$ cat config.mk
export PLATFORM = sky130hd
export DESIGN_NAME = q2_sequencer
export DESIGN_NICKNAME = d
export VERILOG_FILES = /design/src/rtl/q2_pkg.sv /design/src/rtl/q2_sequencer.sv
export SDC_FILE = /design/constraint.sdc
export NUM_CORES = 1
export LEC_CHECK = 0
export ABC_CLOCK_PERIOD_IN_PS = 1650
export CAP_MARGIN = 5
export CORE_AREA = 4 4 41 43
export CTS_BUF_LIST = sky130_fd_sc_hd__clkbuf_4 sky130_fd_sc_hd__clkbuf_8 sky130_fd_sc_hd__clkbuf_16
export DETAILED_ROUTE_END_ITERATION = 12
export DIE_AREA = 0 0 45 47
export GPL_TIMING_DRIVEN = 0
export HOLD_SLACK_MARGIN = 0.05
export PLACE_DENSITY = 0.65
export SLEW_MARGIN = 10
export SYNTH_ARGS = -nofsm -noshare
export SYNTH_HDL_FRONTEND = slang
export SYNTH_SLANG_ARGS = --single-unit
$ cat constraint.sdc
create_clock -name clk -period 1.65 [get_ports clk]
set_input_delay 0.33 -clock clk [delete_from_list [all_inputs] [get_ports clk]]
set_output_delay 0.33 -clock clk [all_outputs]
set_load 0.005 [all_outputs]
$ cat src/rtl/q2_pkg.sv
// Shared Q2 sequencer definitions: state encodings and the ALU-class opcode decode.
package q2_pkg;

  localparam logic [3:0] Q2_ST_FETCH = 4'd0;
  localparam logic [3:0] Q2_ST_LOAD  = 4'd1;
  localparam logic [3:0] Q2_ST_DEREF = 4'd2;
  localparam logic [3:0] Q2_ST_EXEC  = 4'd3;
  localparam logic [3:0] Q2_ST_ALU0  = 4'd4;

  // Opcodes that need the serial ALU/shift steps after EXEC.
  function automatic logic q2_alu_op(input logic op3, input logic op4, input logic op5);
    return ~op5 | (~op3 & ~op4);
  endfunction

endpackage

$ cat src/rtl/q2_sequencer.sv
// Q2 CPU timing/state generator: two clocks per state (settle, strobe),
// FETCH -> LOAD -> [DEREF] -> EXEC -> [ALU steps], gated by run/step.
module q2_sequencer
  import q2_pkg::*;
#(
  parameter int ALU_STEPS = 8
) (
  input  logic clk,
  input  logic rst_n,
  input  logic run,
  input  logic step,
  input  logic op2,
  input  logic op3,
  input  logic op4,
  input  logic op5,
  output logic s0,
  output logic s1,
  output logic s2,
  output logic s3,
  output logic ws,
  output logic running,
  output logic done
);

  localparam logic [3:0] ST_LAST = 4'(3 + ALU_STEPS);

  logic [3:0] r_st;
  logic       r_phase;
  logic       r_running;
  logic       r_step_pend;

  logic [3:0] w_st_next;
  logic       w_st_legal;
  logic       w_end;
  logic       w_continue;

  assign w_st_legal = (r_st <= ST_LAST);
  assign w_continue = run | step | r_step_pend;

  always_comb begin
    w_st_next = Q2_ST_FETCH;
    if (w_st_legal) begin
      case (r_st)
        Q2_ST_FETCH: w_st_next = Q2_ST_LOAD;
        Q2_ST_LOAD:  w_st_next = op2 ? Q2_ST_DEREF : Q2_ST_EXEC;
        Q2_ST_DEREF: w_st_next = Q2_ST_EXEC;
        Q2_ST_EXEC:  w_st_next = q2_alu_op(op3, op4, op5) ? Q2_ST_ALU0 : Q2_ST_FETCH;
        default:     w_st_next = (r_st == ST_LAST) ? Q2_ST_FETCH : r_st + 4'd1;
      endcase
    end
  end

  // Last strobe clock of an instruction: the advance lands back on FETCH.
  assign w_end = r_running & r_phase & w_st_legal & (w_st_next == Q2_ST_FETCH);

  always_ff @(posedge clk) begin
    if (!rst_n) begin
      r_st        <= Q2_ST_FETCH;
      r_phase     <= 1'b0;
      r_running   <= 1'b0;
      r_step_pend <= 1'b0;
    end else begin
      if (step) r_step_pend <= 1'b1;
      if (!r_running) begin
        r_st    <= Q2_ST_FETCH;
        r_phase <= 1'b0;
        if (w_continue) begin
          r_running   <= 1'b1;
          r_step_pend <= 1'b0;
        end
      end else if (!w_st_legal) begin
        r_st    <= Q2_ST_FETCH;
        r_phase <= 1'b0;
      end else begin
        r_phase <= ~r_phase;
        if (r_phase) begin
          r_st <= w_st_next;
          if (w_end) begin
            // A pending step is consumed by the instruction that follows directly.
            if (w_continue) r_step_pend <= 1'b0;
            else            r_running   <= 1'b0;
          end
        end
      end
    end
  end

  assign {s3, s2, s1, s0} = r_st;
  assign ws      = r_running & r_phase;
  assign running = r_running;
  assign done    = w_end;

endmodule

==> implementation parameters <==
Parameter                              Value

Logic synthesis
  Count of state elements after synthesis    7
  Post-synthesis net count    61
  Sequential fraction of the synthesis area    31.55%
  Post-Syn Area per Cell    approximately 9.1 µm²
  Netlist area before placement    roughly 440 µm²
  Yosys warning count    0
  Post-synthesis cell count    49
  Library cells used by synthesis    30

Floorplanning
  Initial core utilization    34.13%
  FP Rows    13
  Area enclosed by the die boundary    2115 µm²
  Width of the die    45 µm
  Die Span Y    47 µm
  Area of the core    ~1300 µm²
  Number of top-level design ports    15

Run status
  Failing checks    negative setup slack
  Result of the run    finished with violations

Setup path
  Worst endpoint required time    around 1.3 ns
  Critical-path top delay cell    sky130_fd_sc_hd__dfxtp_4
  CP Depth    8
  Maximum fanout encountered on the critical timing path    4
  Element type at the critical path end    primary output
  Category of the worst setup path launch point    flip-flop
  Delay of the slowest cell on the worst path    0.38 ns
  Worst path cell trace    buf_6 -> ha_4 -> buf_4 -> nor2_1 -> a22o_1 -> nor3_2 -> and2_1 -> buf_2
  Reg2Reg Capture Point    running
  Launch point of the critical path    r_st[0]
  Number of cell instances on the worst register-to-register path    9
  Worst setup path endpoint    done
  Kind of cell with the highest combined delay on the critical path    simple AND/OR/NAND/NOR gates
  Kind of critical path    reg2out
  Number of buffers and inverters on the critical path    3
  FF-to-FF Start    r_st[0]
  Setup slack of the worst register-to-register path    0 ns
  Critical path data arrival time    1.70 ns

STA
  Unrepaired setup endpoints after global routing    yes
  Maximum achievable frequency    491.6 MHz
  Final period demand of the worst path    2.034 ns
  Final setup skew    0.002000 ns
  Total Neg Setup Slack    -0.3843 ns
  Final setup fails    1
  Tcrit/Tclk final    123.3%
  Setup slack after layout    -0.3843 ns
  Hold violation total from the final report    0
  Worst-margin pin slew    just over 0.4 ns
  Max Slew Vio Count    0
  Normalized max-slew margin    72.81%

Finish
  Post-route standard cell area excluding fillers    approximately 750 µm²
  Final nets    slightly below 90
  Diodes inserted    0
  Non-filler instance count after layout    91
  Signed area change from the synthesized netlist to the final layout    69.30%
  Ratio of cells with drive above 1 in the final layout    between 30% and 40%

Placed design
  Count of input and output buffers    14
  Routability-driven placement congestion ratio    0.7343
  Post-DP HPWL    750 µm
  # placed instances    78
  Area of placed instances    approximately 610 µm²

Detailed routing
  Antenna violation net count after detailed routing    0
  Routed WL    1.281 mm
  Via count    466
  Average wire length per cell after detail routing    14.08 µm
  Iteration-0 DRC count of the detailed router    6
  DRC violations left    0
  Via count normalized by instance count    5.121
  Drt pass-1 iters    4

Worst hold path
  Min-delay worst type    reg2reg

Pwr
  Power density of the placed cells    about 570 nW/µm²
  Cell-internal power    about 330 µW
  Static leakage    0.0003009 µW
  Switching share of power    24.07%
  Relative contribution of combinational cells to total power    16.6%
  Clk pwr share    41.6%
  Largest vdd supply drop    0.4519 mV
  Sequential group share of total power    between 40% and 50%
  Final Total Pwr    430.0 µW
  Total net switching power    103.5 µW

Global route
  Global-route usage over all layers    13.48%
  Maximum number of pins on one net before global-route repair    10
  Vias in the first global route    between 400 and 500
  Antenna violations before repair    0
  Overall overflow remaining after global route    0
  First-pass GRT wire length    between 1.5 and 2 mm

Clock tree
  Number of clock sinks    7
  Maximum number of buffers from clock root to sink    2
  Clock root buffer    sky130_fd_sc_hd__clkbuf_4
  Number of clock buffers inserted by TritonCTS    3
  CTS H-tree depth    1
  Clock-pin slew on the worst setup and hold paths    0.05 ns
  CTS tree    done
  Clk Latency, worst-skew pair    0.26 ns
  CTS Hold Buffers Added    0

Run
  # Max-Cap Violations    0
-- power groups by stage --
stage / clock (µW) / sequential [µW] / combinational [µW]
after global placement: 0 / 184 / 59.2
final: 179 / 180 / 71.3
after CTS: 184 / 179 / 65.9
after global routing: 194 / 181 / 76.6
after floorplan: 0 / 183 / 28.9
after detailed placement: 0 / 184 / 60.0
-- cell families (layout without fill, tap and decap cells) --
group / Yosys count / after routing / share of synthesized area, %
flip-flops: 7 / 7 / 31.55
adder cells (fa/ha/maj): 4 / 4 / 11.27
AO/OA/AOI/OAI: 10 / 10 / 16.90
AND/OR/NAND/NOR: 22 / 22 / 31.27
multiplexers: 2 / 2 / 4.789
buffers and inverters: 4 / 31 / 4.226
-- layer usage --
metal	wire (µm)	vias up	track usage [%]	share of wire [%]
met5	0	-	0	0
met4	12	0	3.509	0.94
met3	61	4	6.897	4.8
met2	679	10	22.32	53
met1	528	219	15.40	41
li1	-	233	-	-
-- flip-flops by register name (all words and copies together) (netlist names) --
| name | cells |
|---|---|
| r_step_pend | 1 |
| running | 1 |
| r_phase | 1 |
| r_st | 4 |
-- area by class of cell --
| type | instances | area (µm²) |
|---|---|---|
| buffer | 1 | 11.26 |
| clock buffer | 4 | 30.03 |
| fill | 117 | 549.3 |
| inverter | 3 | 16.27 |
| multi-input combinational | 38 | 312.8 |
| sequential | 7 | 150.1 |
| tap | 15 | 18.77 |
| timing repair buffer | 23 | 212.7 |
-- cell usage in the layout (no fill, tap or decap), types with 2 or more instances in the layout --
master	Yosys	layout
sky130_fd_sc_hd__clkbuf_4	0	4
sky130_fd_sc_hd__dfxtp_4	0	2
sky130_fd_sc_hd__buf_6	0	3
sky130_fd_sc_hd__ha_4	0	2
sky130_fd_sc_hd__nor2_1	5	5
sky130_fd_sc_hd__buf_4	1	7
sky130_fd_sc_hd__clkdlybuf4s50_1	0	12
sky130_fd_sc_hd__inv_4	0	2
sky130_fd_sc_hd__o211ai_1	2	2
sky130_fd_sc_hd__dfxtp_1	7	3
sky130_fd_sc_hd__and2_1	2	2
sky130_fd_sc_hd__a21oi_1	2	2
sky130_fd_sc_hd__nor3_2	2	2
sky130_fd_sc_hd__dfxtp_2	0	2
-- what timing repair did --
item                                    4_1_cts  5_1_grt
resized for setup                            13        3
buffers inserted                              6        3
cloned                                        0        0
endpoints found under the setup margin        2        3
pin swaps                                     5        2
-- how the worst min path moves through the flow --
| stage | start | to | slack (ns) | depth (start not counted) |
|---|---|---|---|---|
| detailed placement | r_st[0] | r_st[0] | 0.52 | 2 |
| finish | r_phase | r_phase | 0.54 | 2 |
| CTS | r_phase | r_phase | 0.54 | 2 |
| global route | r_phase | r_phase | 0.55 | 2 |
| global placement | r_st[0] | r_st[0] | 0.51 | 2 |
| floorplan | rst_n | running | 0.47 | 2 |
-- synthesized netlist by cell type --
library cell / instances / share of area [%]
sky130_fd_sc_hd__nand2b_2: 1 / 2.0
sky130_fd_sc_hd__nor3_2: 2 / 4.5
sky130_fd_sc_hd__nand2_1: 1 / 0.84
sky130_fd_sc_hd__nand4b_1: 1 / 2.0
sky130_fd_sc_hd__mux2_2: 1 / 2.5
sky130_fd_sc_hd__dfxtp_1: 7 / 32
sky130_fd_sc_hd__nand3_1: 1 / 1.1
sky130_fd_sc_hd__o21ai_1: 1 / 1.1
sky130_fd_sc_hd__a31oi_1: 1 / 1.4
sky130_fd_sc_hd__nor3_1: 1 / 1.1
sky130_fd_sc_hd__a31oi_2: 1 / 2.8
sky130_fd_sc_hd__a21oi_1: 2 / 2.3
sky130_fd_sc_hd__nor3b_1: 1 / 1.7
sky130_fd_sc_hd__nor2_2: 1 / 1.4
sky130_fd_sc_hd__nor2_1: 5 / 4.2
sky130_fd_sc_hd__nand2b_1: 1 / 1.4
sky130_fd_sc_hd__a22o_1: 1 / 2.0
sky130_fd_sc_hd__and3_1: 1 / 1.4
sky130_fd_sc_hd__nor2b_1: 1 / 1.4
sky130_fd_sc_hd__and3b_1: 1 / 2.0
sky130_fd_sc_hd__mux2i_1: 1 / 2.3
sky130_fd_sc_hd__ha_1: 4 / 11
sky130_fd_sc_hd__inv_1: 3 / 2.5
sky130_fd_sc_hd__o31a_1: 1 / 2.0
sky130_fd_sc_hd__and2_1: 2 / 2.8
sky130_fd_sc_hd__o41ai_1: 1 / 2.0
sky130_fd_sc_hd__buf_4: 1 / 1.7
sky130_fd_sc_hd__o211ai_1: 2 / 3.4
sky130_fd_sc_hd__or3b_1: 1 / 2.0
sky130_fd_sc_hd__nand4_1: 1 / 1.4
-- worst register-to-register path, cell delays in order (launching register included) --
cell                      delay (ns)
sky130_fd_sc_hd__dfxtp_4        0.38
sky130_fd_sc_hd__buf_6          0.11
sky130_fd_sc_hd__ha_4           0.12
sky130_fd_sc_hd__buf_4          0.11
sky130_fd_sc_hd__nor2_1         0.05
sky130_fd_sc_hd__a22o_1         0.20
sky130_fd_sc_hd__nor3_2         0.23
sky130_fd_sc_hd__buf_4          0.14
sky130_fd_sc_hd__buf_4          0.10
sky130_fd_sc_hd__a31oi_2        0.07
-- per-stage QoR --
step,hold slack (ns),worst slack (ns),util (%)
after detailed placement,0.5172,-0.6906,46.92
after global routing,0.5473,-0.4616,57.79
final,0.5388,-0.3843,57.79
after floorplan,0.4701,0.009021,-
after global placement,0.5109,-0.6845,46.92
after CTS,0.5394,-0.3841,55.67
Note: power is estimated with default switching activity, not from simulation.
